## config.mk

```make
export PLATFORM = sky130hd
export DESIGN_NAME = if_prefetch
export DESIGN_NICKNAME = d
export VERILOG_FILES = /design/src/rtl/if_prefetch_pkg.sv /design/src/rtl/if_prefetch_fifo.sv /design/src/rtl/if_prefetch.sv
export SDC_FILE = /design/constraint.sdc
export NUM_CORES = 1
export LEC_CHECK = 0
export BUFFER_PORTS_ARGS = -buffer_cell sky130_fd_sc_hd__buf_4
export CAP_MARGIN = 10
export CELL_PAD_IN_SITES_DETAIL_PLACEMENT = 0
export CELL_PAD_IN_SITES_GLOBAL_PLACEMENT = 1
export CORE_MARGIN = 4
export CORE_UTILIZATION = 25
export CTS_BUF_LIST = sky130_fd_sc_hd__clkbuf_2 sky130_fd_sc_hd__clkbuf_4 sky130_fd_sc_hd__clkbuf_8
export DETAILED_ROUTE_END_ITERATION = 10
export PLACE_DENSITY_LB_ADDON = 0.1
export SYNTH_ARGS = -nofsm -noshare
export SYNTH_HDL_FRONTEND = slang
export SYNTH_HIERARCHICAL = 1
export SYNTH_SLANG_ARGS = --single-unit
```

## constraint.sdc

```tcl
create_clock -name clk -period 10.5 [get_ports clk]
set_clock_uncertainty 0.1 [all_clocks]
set_input_delay 0.525 -clock clk [delete_from_list [all_inputs] [get_ports clk]]
set_output_delay 0.525 -clock clk [all_outputs]
set_load 0.05 [all_outputs]
```

## src/rtl/if_prefetch_pkg.sv

```systemverilog
// Shared types and constants for the instruction-fetch prefetch unit.
package if_prefetch_pkg;

    localparam int INST_ADDR_W = 32;
    localparam int INST_W      = 32;

    typedef logic [INST_ADDR_W-1:0] inst_addr_bus_t;
    typedef logic [INST_W-1:0]      inst_bus_t;

    typedef enum logic [1:0] {
        FETCH_IDLE = 2'd0,
        FETCH_WAIT = 2'd1,
        FETCH_DROP = 2'd2
    } fetch_state_e;

    localparam inst_addr_bus_t PC_INC = 32'd4;

    // Instruction addresses are always word aligned.
    function automatic inst_addr_bus_t align_word(input inst_addr_bus_t addr);
        return {addr[INST_ADDR_W-1:2], 2'b00};
    endfunction

endpackage

```

## src/rtl/if_prefetch_fifo.sv

```systemverilog
// Prefetch queue: small synchronous FIFO with flush, head visible from storage.
module if_fifo #(
    parameter int DEPTH = 4,
    parameter int WIDTH = 64
) (
    input  logic                     clk,
    input  logic                     rst_n,
    input  logic                     push,
    input  logic [WIDTH-1:0]         push_data,
    input  logic                     pop,
    input  logic                     flush,
    output logic [WIDTH-1:0]         head_data,
    output logic                     full,
    output logic                     empty,
    output logic [$clog2(DEPTH):0]   count
);

    localparam int PTR_W = $clog2(DEPTH);
    localparam logic [PTR_W:0] FULL_CNT = (PTR_W + 1)'(DEPTH);

    logic [WIDTH-1:0] mem [DEPTH];
    logic [PTR_W-1:0] wr_ptr;
    logic [PTR_W-1:0] rd_ptr;

    // Entry storage; no reset needed since reads are qualified by count.
    always_ff @(posedge clk) begin
        if (push && !flush) begin
            mem[wr_ptr] <= push_data;
        end
    end

    // Pointers wrap naturally at DEPTH; flush empties the queue outright.
    always_ff @(posedge clk or negedge rst_n) begin
        if (!rst_n) begin
            wr_ptr <= '0;
            rd_ptr <= '0;
            count  <= '0;
        end else if (flush) begin
            wr_ptr <= '0;
            rd_ptr <= '0;
            count  <= '0;
        end else begin
            if (push) wr_ptr <= wr_ptr + 1'b1;
            if (pop)  rd_ptr <= rd_ptr + 1'b1;
            case ({push, pop})
                2'b10:   count <= count + 1'b1;
                2'b01:   count <= count - 1'b1;
                default: count <= count;
            endcase
        end
    end

    assign head_data = mem[rd_ptr];
    assign full      = (count == FULL_CNT);
    assign empty     = (count == '0);

endmodule

```

## src/rtl/if_prefetch.sv

```systemverilog
// Instruction prefetch: single-outstanding fetch FSM feeding a small queue.
//
// state      | meaning
// -----------+-----------------------------------------------------------
// FETCH_IDLE | no request outstanding; issue next cycle if queue has room
// FETCH_WAIT | request outstanding for fetch_pc; data is pushed on done
// FETCH_DROP | outstanding request went stale after a redirect; discard it
module if_prefetch
    import if_prefetch_pkg::*;
#(
    parameter int             DEPTH    = 4,
    parameter inst_addr_bus_t RESET_PC = 32'h0
) (
    input  logic           clk,
    input  logic           rst_n,
    output logic           ram_req_o,
    output inst_addr_bus_t ram_addr_o,
    input  logic           ram_done_i,
    input  inst_bus_t      ram_inst_i,
    output logic           inst_valid_o,
    output inst_bus_t      inst_o,
    output inst_addr_bus_t pc_o,
    input  logic           id_ready_i,
    input  logic           jump_i,
    input  inst_addr_bus_t jump_pc_i,
    output logic           stall_o
);

    localparam int CNT_W = $clog2(DEPTH) + 1;

    fetch_state_e   state_q, state_d;
    inst_addr_bus_t fetch_pc_q, fetch_pc_d;
    inst_addr_bus_t req_addr_q, req_addr_d;

    logic             push;
    logic             pop;
    logic [63:0]      head;
    logic             fifo_full;
    logic             fifo_empty;
    logic [CNT_W-1:0] fifo_count;

    // State, fetch PC and the address held on the bus for the current request.
    always_ff @(posedge clk or negedge rst_n) begin
        if (!rst_n) begin
            state_q    <= FETCH_IDLE;
            fetch_pc_q <= RESET_PC;
            req_addr_q <= RESET_PC;
        end else begin
            state_q    <= state_d;
            fetch_pc_q <= fetch_pc_d;
            req_addr_q <= req_addr_d;
        end
    end

    // Next-state logic; a redirect always wins over a returning fetch.
    always_comb begin
        state_d    = state_q;
        fetch_pc_d = fetch_pc_q;
        req_addr_d = req_addr_q;
        push       = 1'b0;
        unique case (state_q)
            FETCH_IDLE: begin
                if (jump_i) begin
                    fetch_pc_d = align_word(jump_pc_i);
                end else if (!fifo_full) begin
                    state_d    = FETCH_WAIT;
                    req_addr_d = fetch_pc_q;
                end
            end
            FETCH_WAIT: begin
                if (jump_i) begin
                    fetch_pc_d = align_word(jump_pc_i);
                    state_d    = ram_done_i ? FETCH_IDLE : FETCH_DROP;
                end else if (ram_done_i) begin
                    push       = 1'b1;
                    fetch_pc_d = fetch_pc_q + PC_INC;
                    state_d    = FETCH_IDLE;
                end
            end
            FETCH_DROP: begin
                // The bus keeps the old address until memory answers it.
                if (jump_i)     fetch_pc_d = align_word(jump_pc_i);
                if (ram_done_i) state_d    = FETCH_IDLE;
            end
            default: state_d = FETCH_IDLE;
        endcase
    end

    assign pop = inst_valid_o & id_ready_i;

    if_fifo #(
        .DEPTH (DEPTH),
        .WIDTH (64)
    ) u_fifo (
        .clk       (clk),
        .rst_n     (rst_n),
        .push      (push),
        .push_data ({fetch_pc_q, ram_inst_i}),
        .pop       (pop),
        .flush     (jump_i),
        .head_data (head),
        .full      (fifo_full),
        .empty     (fifo_empty),
        .count     (fifo_count)
    );

    assign ram_req_o    = (state_q != FETCH_IDLE);
    assign ram_addr_o   = req_addr_q;
    assign inst_valid_o = (fifo_count != '0);
    assign stall_o      = fifo_empty;
    assign inst_o       = inst_valid_o ? head[31:0]  : '0;
    assign pc_o         = inst_valid_o ? head[63:32] : '0;

endmodule

```

==> flow_summary.ini <==
[die]
io_pins = 168
start_util = 0.254
num_rows = 84
die_width_um = 240
die_h_um = 240
die-area_um2 = 57600
core_um2 = 53000

[drt]
route.met2.wl_mm = 17.7
wl_met1_mm = 17.0
wl_met3_mm = 2.00
vias = 7892
wirelength_mm = 37.6
drt_pass1_iterations = 4
ant_nets = 0
top_layer = met4
avgRoutedWirePerCell_um = 21.5
vias_per_cell = 4.51
drc_errors = 0
drtIter0Drc = 356

[power_and_ir_drop]
ir_worst_vdd_mv = 0.173
power.switching_mw = 1.94
switching_share = 0.402
p_total_mw = 4.83
p_leak_nw = 5.91
p_per_area_nw_per_um2 = 284
sequentialPowerShare = 0.374
power.share.clock = 0.248
power_frac_comb = 0.378
p_int_mw = 2.89

[yosys]
synth.area.top_cells = edfxtp_1 57%, dfrtp_1 13%, mux4_2 11%
ys_seq_area_frac = 0.700
synth_largest_area_cell = edfxtp_1
synth_common_cells = 256 x edfxtp_1, 70 x and2_1, 69 x dfrtp_1, 64 x mux4_2, 32 x mux2_2
yosysMostFrequentCell = edfxtp_1
syn_area_um2 = 13500
synthArstFlopShare = 0.212
synth_top_area_frac = 0.571
synth-seq-cells = 325
synth_cells = 782
yosys.cell_types.count = 60
yosysWarnings = 6
synth_enable_flop_cells = 256
syn-mean-instance-area_um2 = 17.2
yosys_most_used_dff = edfxtp_1

[clocking]
insertion_delay_ps = 630
htree_num_levels = 2
cts-buffers-inserted = 58
clk_path_buf_depth = 3
cts-root-buf = clkbuf_8
path_clk_slew_ps = 60
postCtsSetupBuffers = 0
numClockSinks = 325
cts_tree = done

[critical_path]
cp_data_arrival_time_ps = 3280
worstSetupStartpointType = flip-flop
required_ps = 9880
path_max_fanout = 41
end_kind = output port
crit_type = flip-flop to output port

[final_layout]
fin_nets = 1089
drive_gt1_frac = 0.363
synthToLayoutAreaGrowth_pct = 26.2
diodes = 0
instances_no_fill = 1750

[timing]
setup-violations-final = 0
hold_viol_final = 0
setup_tns_ps = 0
slew_violations = 0
fin_crit_sh = 0.372
layout_setup_ws_ps = 6600
period_needed_ps = 3900
max_slew_margin = 0.192
hold-worst-slack_ps = 75.6
fmax_ghz = 0.256
rsz0062_at_grt = no
tightest_slew_ps = 1200

[placed_design]
hpwlAfterDp_mm = 22.6
place_congestion = 0.731
port_buffers = 163
dp_slack_ps = 7080
dp.cells = 1606

[global_route]
grt_usage = 0.132
grt_pass1_vias = 8585
gr-total-overflow = 0
grt_pass1_wl_mm = 56.7
antenna_found_initial = 1
grt_max_degree = 60

[outcome]
status = finished, final reports clean

[job]
cap_violations = 0

[hold_path]
hold_path_class = input port to flip-flop
-- kinds of logic after synthesis --
logic type / count (synthesis) / share of synthesized area
multiplexers: 99 / 0.136
other: 1 / 0.000279
AND/OR/NAND/NOR: 213 / 0.0901
adder cells (fa/ha/maj): 6 / 0.00614
buffers and inverters: 54 / 0.0211
flip-flops: 325 / 0.700
AO/OA/AOI/OAI: 79 / 0.0432
XOR/XNOR: 5 / 0.00326
-- worst max-delay path, cell delays in order (launching register included) --
cell,delay [ps]
dfrtp_4,800
buf_4,830
mux4_2,620
and2_1,160
buf_4,180
-- final timing paths --
path	slack, ps	cells past startpoint	start	end
worst min register to register	390	1	ram_addr_o[20]	ram_addr_o[20]
worst max register to register	7510	4	state_q[1]	u_fifo/mem[3][49]
worst max-delay path	6600	4	u_fifo/rd_ptr[0]	pc_o[16]
worst min-delay path	80	3	jump_pc_i[22]	fetch_pc_q[22]
max in group asynchronous	8920	3	rst_n	u_fifo/rd_ptr[0]
min in group asynchronous	170	2	rst_n	ram_addr_o[29]
-- metrics by stage --
| step | utilization | cell area (um^2) |
|---|---|---|
| after CTS | 0.321 | 17000 |
| after detailed placement | 0.291 | 15400 |
| after global placement | 0.291 | 15400 |
| after global routing | 0.321 | 17000 |
| final | 0.321 | 17000 |
| after floorplan | - | 13500 |
-- flip-flops by register name (all words and copies together) (netlist names) --
| signal | cells |
|---|---|
| u_fifo/count | 3 |
| u_fifo/rd_ptr | 2 |
| u_fifo/mem | 256 |
| fetch_pc_q | 30 |
| u_fifo/wr_ptr | 2 |
| ram_addr_o | 30 |
| state_q | 2 |
-- repair_timing --
action,4_1_cts,5_1_grt
hold buffers,36,0
gates resized for setup,0,0
endpoints found under the hold margin,141,0
-- power groups by stage --
stage	logic [mW]	registers (mW)	clock network [mW]
2_1_floorplan	1.15	1.90	0
3_3_place_gp	1.85	1.84	0
3_5_place_dp	1.86	1.84	0
4_1_cts	1.87	1.82	1.26
5_1_grt	1.95	1.84	1.32
6_report	1.82	1.81	1.20
-- cell usage in the layout, fill, tap and decap left out, drive strengths merged, types with 5 or more instances in the layout --
master	Yosys	routed
edfxtp	256	256
buf	33	176
clkbuf	16	85
and2	70	70
dfrtp	69	69
mux4	64	64
dlygate4sd3	0	36
mux2	33	33
nor2	29	29
nand2	25	25
clkinv	0	18
a21oi	17	17
nor3	17	17
nand4	16	16
nor4	14	14
nand3	11	11
conb	1	10
a311oi	7	7
o22ai	7	7
o21ai	7	7
and3	6	6
o32ai	6	6
inv	5	6
and4	5	5
a211oi	5	5
a32oi	5	5
ha	5	5
or3	5	5
-- per-layer routing --
| metal | global-route usage | vias to the layer above |
|---|---|---|
| met5 | 0 | - |
| met1 | 0.177 | 4030 |
| met4 | 0.0453 | 0 |
| met2 | 0.212 | 210 |
| met3 | 0.0283 | 65 |
| li1 | - | 3587 |
-- cell type report --
type / count / area (um^2)
inverters: 5 / 18.8
well taps: 688 / 861
clock buffers: 85 / 1030
fillers: 5295 / 36000
multi-input cells: 412 / 3820
flip-flops and latches: 325 / 9420
repair buffers: 212 / 1680
clock inverters: 23 / 155
No activity file was read; power rests on OpenSTA's default activity.
